**src/rtl/pipe_stage_skid.sv**
```systemverilog
// -----------------------------------------------------------------------------
// pipe_stage_skid
//
// Generic pipeline-stage register with a valid/ready handshake and a 2-entry
// skid buffer. The stage holds up to two beats:
//   M - main register. It drives o_dn_data. It holds NOP_VAL while no beat is present.
//   S - skid register. It catches the beat accepted in the same cycle that the
//       downstream stalls. It is never visible on o_dn_data.
// o_up_ready and o_dn_valid come directly from flops. Back-pressure therefore
// does not form a combinational path from i_dn_ready to o_up_ready.
//
// Handshake rule: a beat moves across an interface on a rising edge where
// valid and ready are both high. A producer that raises valid keeps valid and
// data stable until that edge. This stage keeps that promise on the
// downstream side; only i_flush or reset may withdraw a presented beat.
//
// Optional build macro: PIPE_STAGE_PERF_EN adds saturating stall and bubble
// counters (o_stall_cnt, o_bubble_cnt).
//
// Ports:
//   i_clk          clock, rising edge
//   i_rst_n        asynchronous active-low reset
//   i_flush        synchronous kill of all held beats (wins over an upstream accept)
//   i_up_valid     upstream beat valid
//   o_up_ready     stage can accept a beat (registered, = occupancy != 2)
//   i_up_data      upstream payload
//   o_dn_valid     downstream beat valid (registered)
//   i_dn_ready     downstream accepts o_dn_data
//   o_dn_data      downstream payload, NOP_VAL when o_dn_valid = 0
//   o_occ          entries held (0, 1, 2); also the FSM state
//   o_stall_cnt    (PIPE_STAGE_PERF_EN) cycles with o_dn_valid & ~i_dn_ready
//   o_bubble_cnt   (PIPE_STAGE_PERF_EN) cycles with ~o_dn_valid & i_dn_ready
// -----------------------------------------------------------------------------
module pipe_stage_skid #(
    parameter int                DATA_W  = 48,
    parameter logic [DATA_W-1:0] NOP_VAL = '0,
    parameter int                CNT_W   = 16
) (
    input  logic              i_clk,
    input  logic              i_rst_n,
    input  logic              i_flush,
    input  logic              i_up_valid,
    output logic              o_up_ready,
    input  logic [DATA_W-1:0] i_up_data,
    output logic              o_dn_valid,
    input  logic              i_dn_ready,
    output logic [DATA_W-1:0] o_dn_data,
    output logic [1:0]        o_occ
`ifdef PIPE_STAGE_PERF_EN
    ,
    output logic [CNT_W-1:0]  o_stall_cnt,
    output logic [CNT_W-1:0]  o_bubble_cnt
`endif
);

    localparam logic [1:0] OCC_EMPTY = 2'd0;
    localparam logic [1:0] OCC_ONE   = 2'd1;
    localparam logic [1:0] OCC_FULL  = 2'd2;

    logic [1:0]        r_occ;
    logic [DATA_W-1:0] r_m_data;
    logic [DATA_W-1:0] r_s_data;
    logic              r_up_ready;
    logic              r_dn_valid;

    logic              w_up_acc;
    logic              w_dn_acc;
    logic [1:0]        w_occ_nxt;
    logic [DATA_W-1:0] w_m_nxt;
    logic [DATA_W-1:0] w_s_nxt;

    assign w_up_acc = i_up_valid & r_up_ready;
    assign w_dn_acc = r_dn_valid & i_dn_ready;

    always_comb begin
        w_occ_nxt = r_occ;
        w_m_nxt   = r_m_data;
        w_s_nxt   = r_s_data;
        if (i_flush) begin
            // Any downstream accept in this cycle has already happened.
            // Every beat still held is dropped, and so is any beat offered now.
            w_occ_nxt = OCC_EMPTY;
            w_m_nxt   = NOP_VAL;
        end else begin
            case (r_occ)
                OCC_EMPTY: begin
                    if (w_up_acc) begin
                        w_occ_nxt = OCC_ONE;
                        w_m_nxt   = i_up_data;
                    end
                end
                OCC_ONE: begin
                    if (w_up_acc && !w_dn_acc) begin
                        w_occ_nxt = OCC_FULL;
                        w_s_nxt   = i_up_data;
                    end else if (w_up_acc && w_dn_acc) begin
                        w_m_nxt   = i_up_data;
                    end else if (w_dn_acc) begin
                        w_occ_nxt = OCC_EMPTY;
                        w_m_nxt   = NOP_VAL;
                    end
                end
                OCC_FULL: begin
                    // o_up_ready is low here, so only the downstream side can move.
                    if (w_dn_acc) begin
                        w_occ_nxt = OCC_ONE;
                        w_m_nxt   = r_s_data;
                    end
                end
                default: begin
                    w_occ_nxt = OCC_EMPTY;
                    w_m_nxt   = NOP_VAL;
                end
            endcase
        end
    end

    // The ready and valid flops are loaded from the next occupancy.
    // Both outputs are then already correct in the cycle after any transition.
    always_ff @(posedge i_clk or negedge i_rst_n) begin
        if (!i_rst_n) begin
            r_occ      <= OCC_EMPTY;
            r_m_data   <= NOP_VAL;
            r_s_data   <= '0;
            r_up_ready <= 1'b1;
            r_dn_valid <= 1'b0;
        end else begin
            r_occ      <= w_occ_nxt;
            r_m_data   <= w_m_nxt;
            r_s_data   <= w_s_nxt;
            r_up_ready <= (w_occ_nxt != OCC_FULL);
            r_dn_valid <= (w_occ_nxt != OCC_EMPTY);
        end
    end

    assign o_up_ready = r_up_ready;
    assign o_dn_valid = r_dn_valid;
    assign o_dn_data  = r_m_data;
    assign o_occ      = r_occ;

`ifdef PIPE_STAGE_PERF_EN
    logic [CNT_W-1:0] r_stall_cnt;
    logic [CNT_W-1:0] r_bubble_cnt;

    // The counters saturate at all-ones. They survive a flush and clear only on reset.
    always_ff @(posedge i_clk or negedge i_rst_n) begin
        if (!i_rst_n) begin
            r_stall_cnt  <= '0;
            r_bubble_cnt <= '0;
        end else begin
            if (r_dn_valid && !i_dn_ready && (r_stall_cnt != '1))
                r_stall_cnt <= r_stall_cnt + CNT_W'(1);
            if (!r_dn_valid && i_dn_ready && (r_bubble_cnt != '1))
                r_bubble_cnt <= r_bubble_cnt + CNT_W'(1);
        end
    end

    assign o_stall_cnt  = r_stall_cnt;
    assign o_bubble_cnt = r_bubble_cnt;
`endif

endmodule

```
**config.mk**
```make
export PLATFORM = sky130hd
export DESIGN_NAME = pipe_stage_skid
export DESIGN_NICKNAME = d
export VERILOG_FILES = /design/src/rtl/pipe_stage_skid.sv
export SDC_FILE = /design/constraint.sdc
export NUM_CORES = 1
export LEC_CHECK = 0
export ABC_AREA = 1
export BUFFER_PORTS_ARGS = -buffer_cell sky130_fd_sc_hd__buf_2
export CORE_MARGIN = 1.5
export CORE_UTILIZATION = 49
export DETAILED_ROUTE_END_ITERATION = 8
export GPL_ROUTABILITY_DRIVEN = 1
export MAX_ROUTING_LAYER = met4
export PLACE_DENSITY = 0.76
export SYNTH_ARGS = -nofsm -noshare
export SYNTH_HDL_FRONTEND = slang
export SYNTH_SLANG_ARGS = --single-unit
```
**constraint.sdc**
```tcl
create_clock -name i_clk -period 1.35 [get_ports i_clk]
set_input_delay 0.405 -clock i_clk [delete_from_list [all_inputs] [get_ports i_clk]]
set_output_delay 0.405 -clock i_clk [all_outputs]
set_load 0.1 [all_outputs]
```
# Word-level counts from Yosys, hierarchy flattened
# Cells that the tools add are included.
totals:
  regBits: 100
  out_inout_bits: 52
classes:
  n_eq_ne: 7
  muxes: 14
  n_bitwise: 3
  n_reduce_logical: 7
ops:
  columns: ["operator", "n"]
  rows:
  - ["$mux 48", 6]
  - ["$pmux 48 s3", 1]
  - ["$mux 2", 6]
  - ["$ne 3x3->1 const B", 3]
  - ["$pmux 2 s3", 1]
  - ["$ne 4x4->1 const B", 1]
  - ["$reduce_and 4->1", 1]
  - ["$reduce_and 3->1", 1]
  - ["$and 1x1->1", 2]
  - ["$eq 2x1->1 const B", 1]
  - ["$eq 2x2->1 const B", 1]
  - ["$logic_and 1x1->1", 2]
  - ["$logic_not 2->1", 1]
  - ["$ne 2x2->1 const B", 1]
  - ["$reduce_bool 2->1", 1]
  - ["$logic_not 1->1", 1]
  - ["$not 1->1", 1]

# Depth between registers and ports, before layout
depth:
  word_depth: 7
  ltp_mapped: 8
  ltp_nobuf: 7

# Worst setup path before layout
# OpenSTA, ideal clock, no wires.
synth_timing:
  kind: "register to register"
  startpoint: "reg r_occ[0], in the netlist o_occ[0]"
  endpoint: "reg r_s_data[15]"
  setup_time_ns: 0.130
  arrival_time_ns: 1.908
  required_time_ns: 1.220
  setup_slack_ns: -0.689
  path_stages_with_launch: 8
  path_buffers: 2
  period_less_slack_ns: 2.039
  cell_sequence: "dfrtp_1 -> inv_2 -> nor2_4 -> nand4_2 -> buf_2 -> buf_2 -> nand2_1 -> o21ai_1"
synth_between:
  elab_chain_cells: 2
synth_lines:
  columns: ["item", "line", "text"]
  rows:
  - ["start: declaration", "60", "logic [1:0] r_occ;"]
  - ["start signal: assignment", "128", "r_occ <= w_occ_nxt;"]
  - ["$eq 2x1->1", "85", "case (r_occ)"]
  - ["$reduce_and 3->1 (no source line)", null, null]
  - ["end signal: assignment", "130", "r_s_data <= w_s_nxt;"]
  - ["end: declaration", "62", "logic [DATA_W-1:0] r_s_data;"]
# No other way between the ends.
# A chain may end at the register's enable or synchronous reset.

# Worst setup path after layout
layout_timing:
  startpoint: "reg r_occ[0], in the netlist o_occ[0]"
  endpoint: "reg r_m_data[0], in the netlist o_dn_data[0]"
layout_between:
  elab_chain_cells: 3
  word_cells_on_any_way: 10
  classes_between: "eq/ne: 6; mux: 2; reduce/logical: 2"
layout_lines:
  columns: ["item", "line", "text"]
  rows:
  - ["$eq 2x1->1, or another cell as far along", "85", null]
  - ["$ne 4x4->1 (no source line), or another cell as far along", null, null]
  - ["$reduce_and 4->1 (no source line) / $mux 48 (equally long branches)", null, null]
  - ["end signal: assignment", "129", "r_m_data <= w_m_nxt;"]
  - ["end: declaration", "61", "logic [DATA_W-1:0] r_m_data;"]
# Parallel ways exist; a longest one is shown, timed or not.

==> flow_metrics.tcl <==
set metrics [dict create \
    synthCells 655 \
    fmax_mhz 528.0 \
    crit_arrival_ns 2.18 \
    yosys_warnings 0 \
    setup_slack_ns -0.5440 \
    holdWs_ns 0.2682 \
    first_pass_iters 6 \
    hpwlAfterDp_um 9077 \
    finalWirelength_um 26420 \
    grt_use_total_pct 40.80 \
    vias 6718 \
    ys_seq_area_share_pct 51.20 \
    numClockSinks 100 \
    hold_path.class "in -> reg" \
    die-area_mm2 0.01059 \
    final_common_cell "nand2_1" \
    first_global_vias 5934 \
    violations "setup timing" \
    final_cell_mix "209 x nand2_1, 95 x dfrtp_1, 91 x nand3_2" \
    initial_utilization_pct 50.26 \
    clk_latency_ns 0.41 \
    cts_tree "yes" \
    grt_max_degree 46 \
    drt_iter0_markers 902 \
    postSynthAreaPerCell_um2 7.465 \
    gp_congestion 0.8068 \
    finalCritPeriodShare_pct 140.3 \
    pwr-share-clk_pct 15.3 \
    setup.worst_path.end_class "flop" \
    post-route-min-period_ns 1.894 \
    p_int_mw 7.626 \
    synth-seq-cells 100 \
    drc_errors 0 \
    drv_cap 0 \
    peakVddDrop_v 0.001025 \
    netSwitchingPower_mw 6.560 \
    path_clk_slew_ns 0.11 \
    max-slew-margin-rel_pct 72.74 \
    p_leak_nw 4.625 \
    synth_cell_type_count 18 \
    worst_slew_pin_slew_ns 0.4090 \
    htreeDepth 3 \
    wl_per_cell_um 26.50 \
    rsz0062_at_grt "true" \
    syn_to_final_growth_pct 82.83 \
    combPwrFrac_pct 50.3 \
    die_h_um 102.9 \
    clk_path_buf_depth 2 \
    numPortBuffers 104 \
    cts_root_buffer "clkbuf_8" \
    netlist_area_mm2 0.004890 \
    grt_pass1_wl_um 31270 \
    status "complete, but fails checks" \
    drv_slew 0 \
    pin_count 105 \
    rows 36 \
    numCtsBuffers 9 \
    nNetsFinal 911 \
    syn-num-nets 708 \
    vias_per_cell 6.738 \
    fin_setup_tns_ns -37.29 \
    skew_ns 0.02425 \
    p_seq_share_pct 34.5 \
    start_kind "flop" \
    die_x_um 102.9 \
    finalHoldViolCount 0 \
    finalSetupViolCount 152 \
    cp_data_required_time_ns 1.64 \
    antenna_found_initial 0 \
    swShare_pct 46.24 \
    crit_fanout 7 \
    detail-route-antenna-nets 0 \
    powerDensity_mw_per_mm2 1587 \
    gr-total-overflow 0 \
    crit_type "reg -> reg" \
    layout-drive-gt1-share_pct 48.55 \
    coreArea_mm2 0.009729 \
]
==> synthesized netlist by cell type <==
library cell	instances	area, um2
nand2_1	251	942.2
nand3_1	145	725.7
dfrtp_1	99	2477
inv_1	53	198.9
o21ai_1	41	205.2
clkbuf_1	19	71.32
buf_2	16	80.08
o21ai_0	8	40.04
buf_1	7	26.28
buf_4	3	22.52
inv_2	3	11.26
nor2_1	3	11.26
nand4_1	2	12.51
dfstp_2	1	26.28
nand4_2	1	12.51
nor2_2	1	6.260
nor2_4	1	11.26
o21ai_2	1	8.760
==> through the flow <==
stage / cells / power [mW] / util (%) / cell area (um2) / setup slack (ns)
finish: 997 / 14.19 / 91.89 / 8940 / -0.5440
detailed placement: 886 / 9.347 / 68.62 / 6676 / -0.1267
global route: 996 / 14.44 / 91.86 / 8937 / -0.6186
floorplan: 655 / 7.444 / - / 5039 / -0.1948
global placement: 886 / 9.157 / 68.62 / 6676 / -0.06305
CTS: 979 / 12.64 / 86.61 / 8427 / -0.3526
==> final cells by class <==
class	instances	area, um2
repair buffers	237	3054
multi-input cells	454	2781
flip-flops and latches	100	2520
fillers	316	789.5
inverters	56	215.2
well taps	133	166.4
clock buffers	10	127.6
clock inverters	6	72.57
diodes	1	2.502
==> logic make-up after synthesis <==
group                  count (synthesis)  share of synthesized area (%)
buffers and inverters                101                          8.393
AO/OA/AOI/OAI                         50                          5.195
AND/OR/NAND/NOR                      404                          35.21
flip-flops                           100                          51.20
==> worst max-delay path, stage by stage, from the launching register on <==
cell,delay [ns]
dfrtp_4,0.53
buf_8,0.16
inv_4,0.07
nand3_2,0.11
buf_6,0.14
o21ai_4,0.06
buf_12,0.15
buf_12,0.12
buf_16,0.13
nand3_1,0.08
nand2_1,0.24
==> worst paths after layout <==
path                                     startpoint                   endpoint  slack (ns)  depth (start not counted)
min in group asynchronous                   i_rst_n  o_dn_data[30]$_DFFE_PN0P_        0.45                          2
setup reg to reg                 o_occ[0]$_DFF_PN0_   o_dn_data[0]$_DFFE_PN0P_       -0.54                         10
hold / removal                        i_up_data[24]   r_s_data[24]$_DFFE_PN0N_        0.27                          3
hold reg to reg            r_s_data[12]$_DFFE_PN0N_   r_s_data[12]$_DFFE_PN0N_        0.53                          2
setup / recovery                 o_occ[0]$_DFF_PN0_   o_dn_data[0]$_DFFE_PN0P_       -0.54                         10
max in group asynchronous                   i_rst_n   r_s_data[45]$_DFFE_PN0N_        0.32                          3
==> registers in the layout, summed over array words and instances (netlist names) <==
signal and cells:
o_dn_data 48, o_dn_valid 1, o_occ 2, o_up_ready 1, r_s_data 48
==> power by group through the flow <==
stage	Combinational [mW]	Sequential, mW	Clock (mW)
2_1_floorplan	1.51	5.94	0
3_3_place_gp	4.63	4.52	0
3_5_place_dp	4.77	4.57	0
4_1_cts	6.08	4.57	2.00
5_1_grt	7.32	4.89	2.23
6_report	7.13	4.89	2.16
==> repair_timing <==
item / CTS / global route
gates resized for setup: 144 / 102
pin swaps: 62 / 46
gates cloned: 19 / 2
endpoints found under the setup margin: 107 / 152
hold buffers: 1 / 0
hold endpoints to repair: 20 / 0
setup buffers: 59 / 20
==> per-layer routing <==
layer  vias to the layer above  GRT usage (%)  part of all wire (%)
met5                         -              -                     0
met4                         0          21.93                   9.5
met3                       311          7.186                    15
met2                       869          62.20                    44
met1                      3029          52.14                    31
li1                       2509              -                     -
No activity file was read; power rests on OpenSTA's default activity.
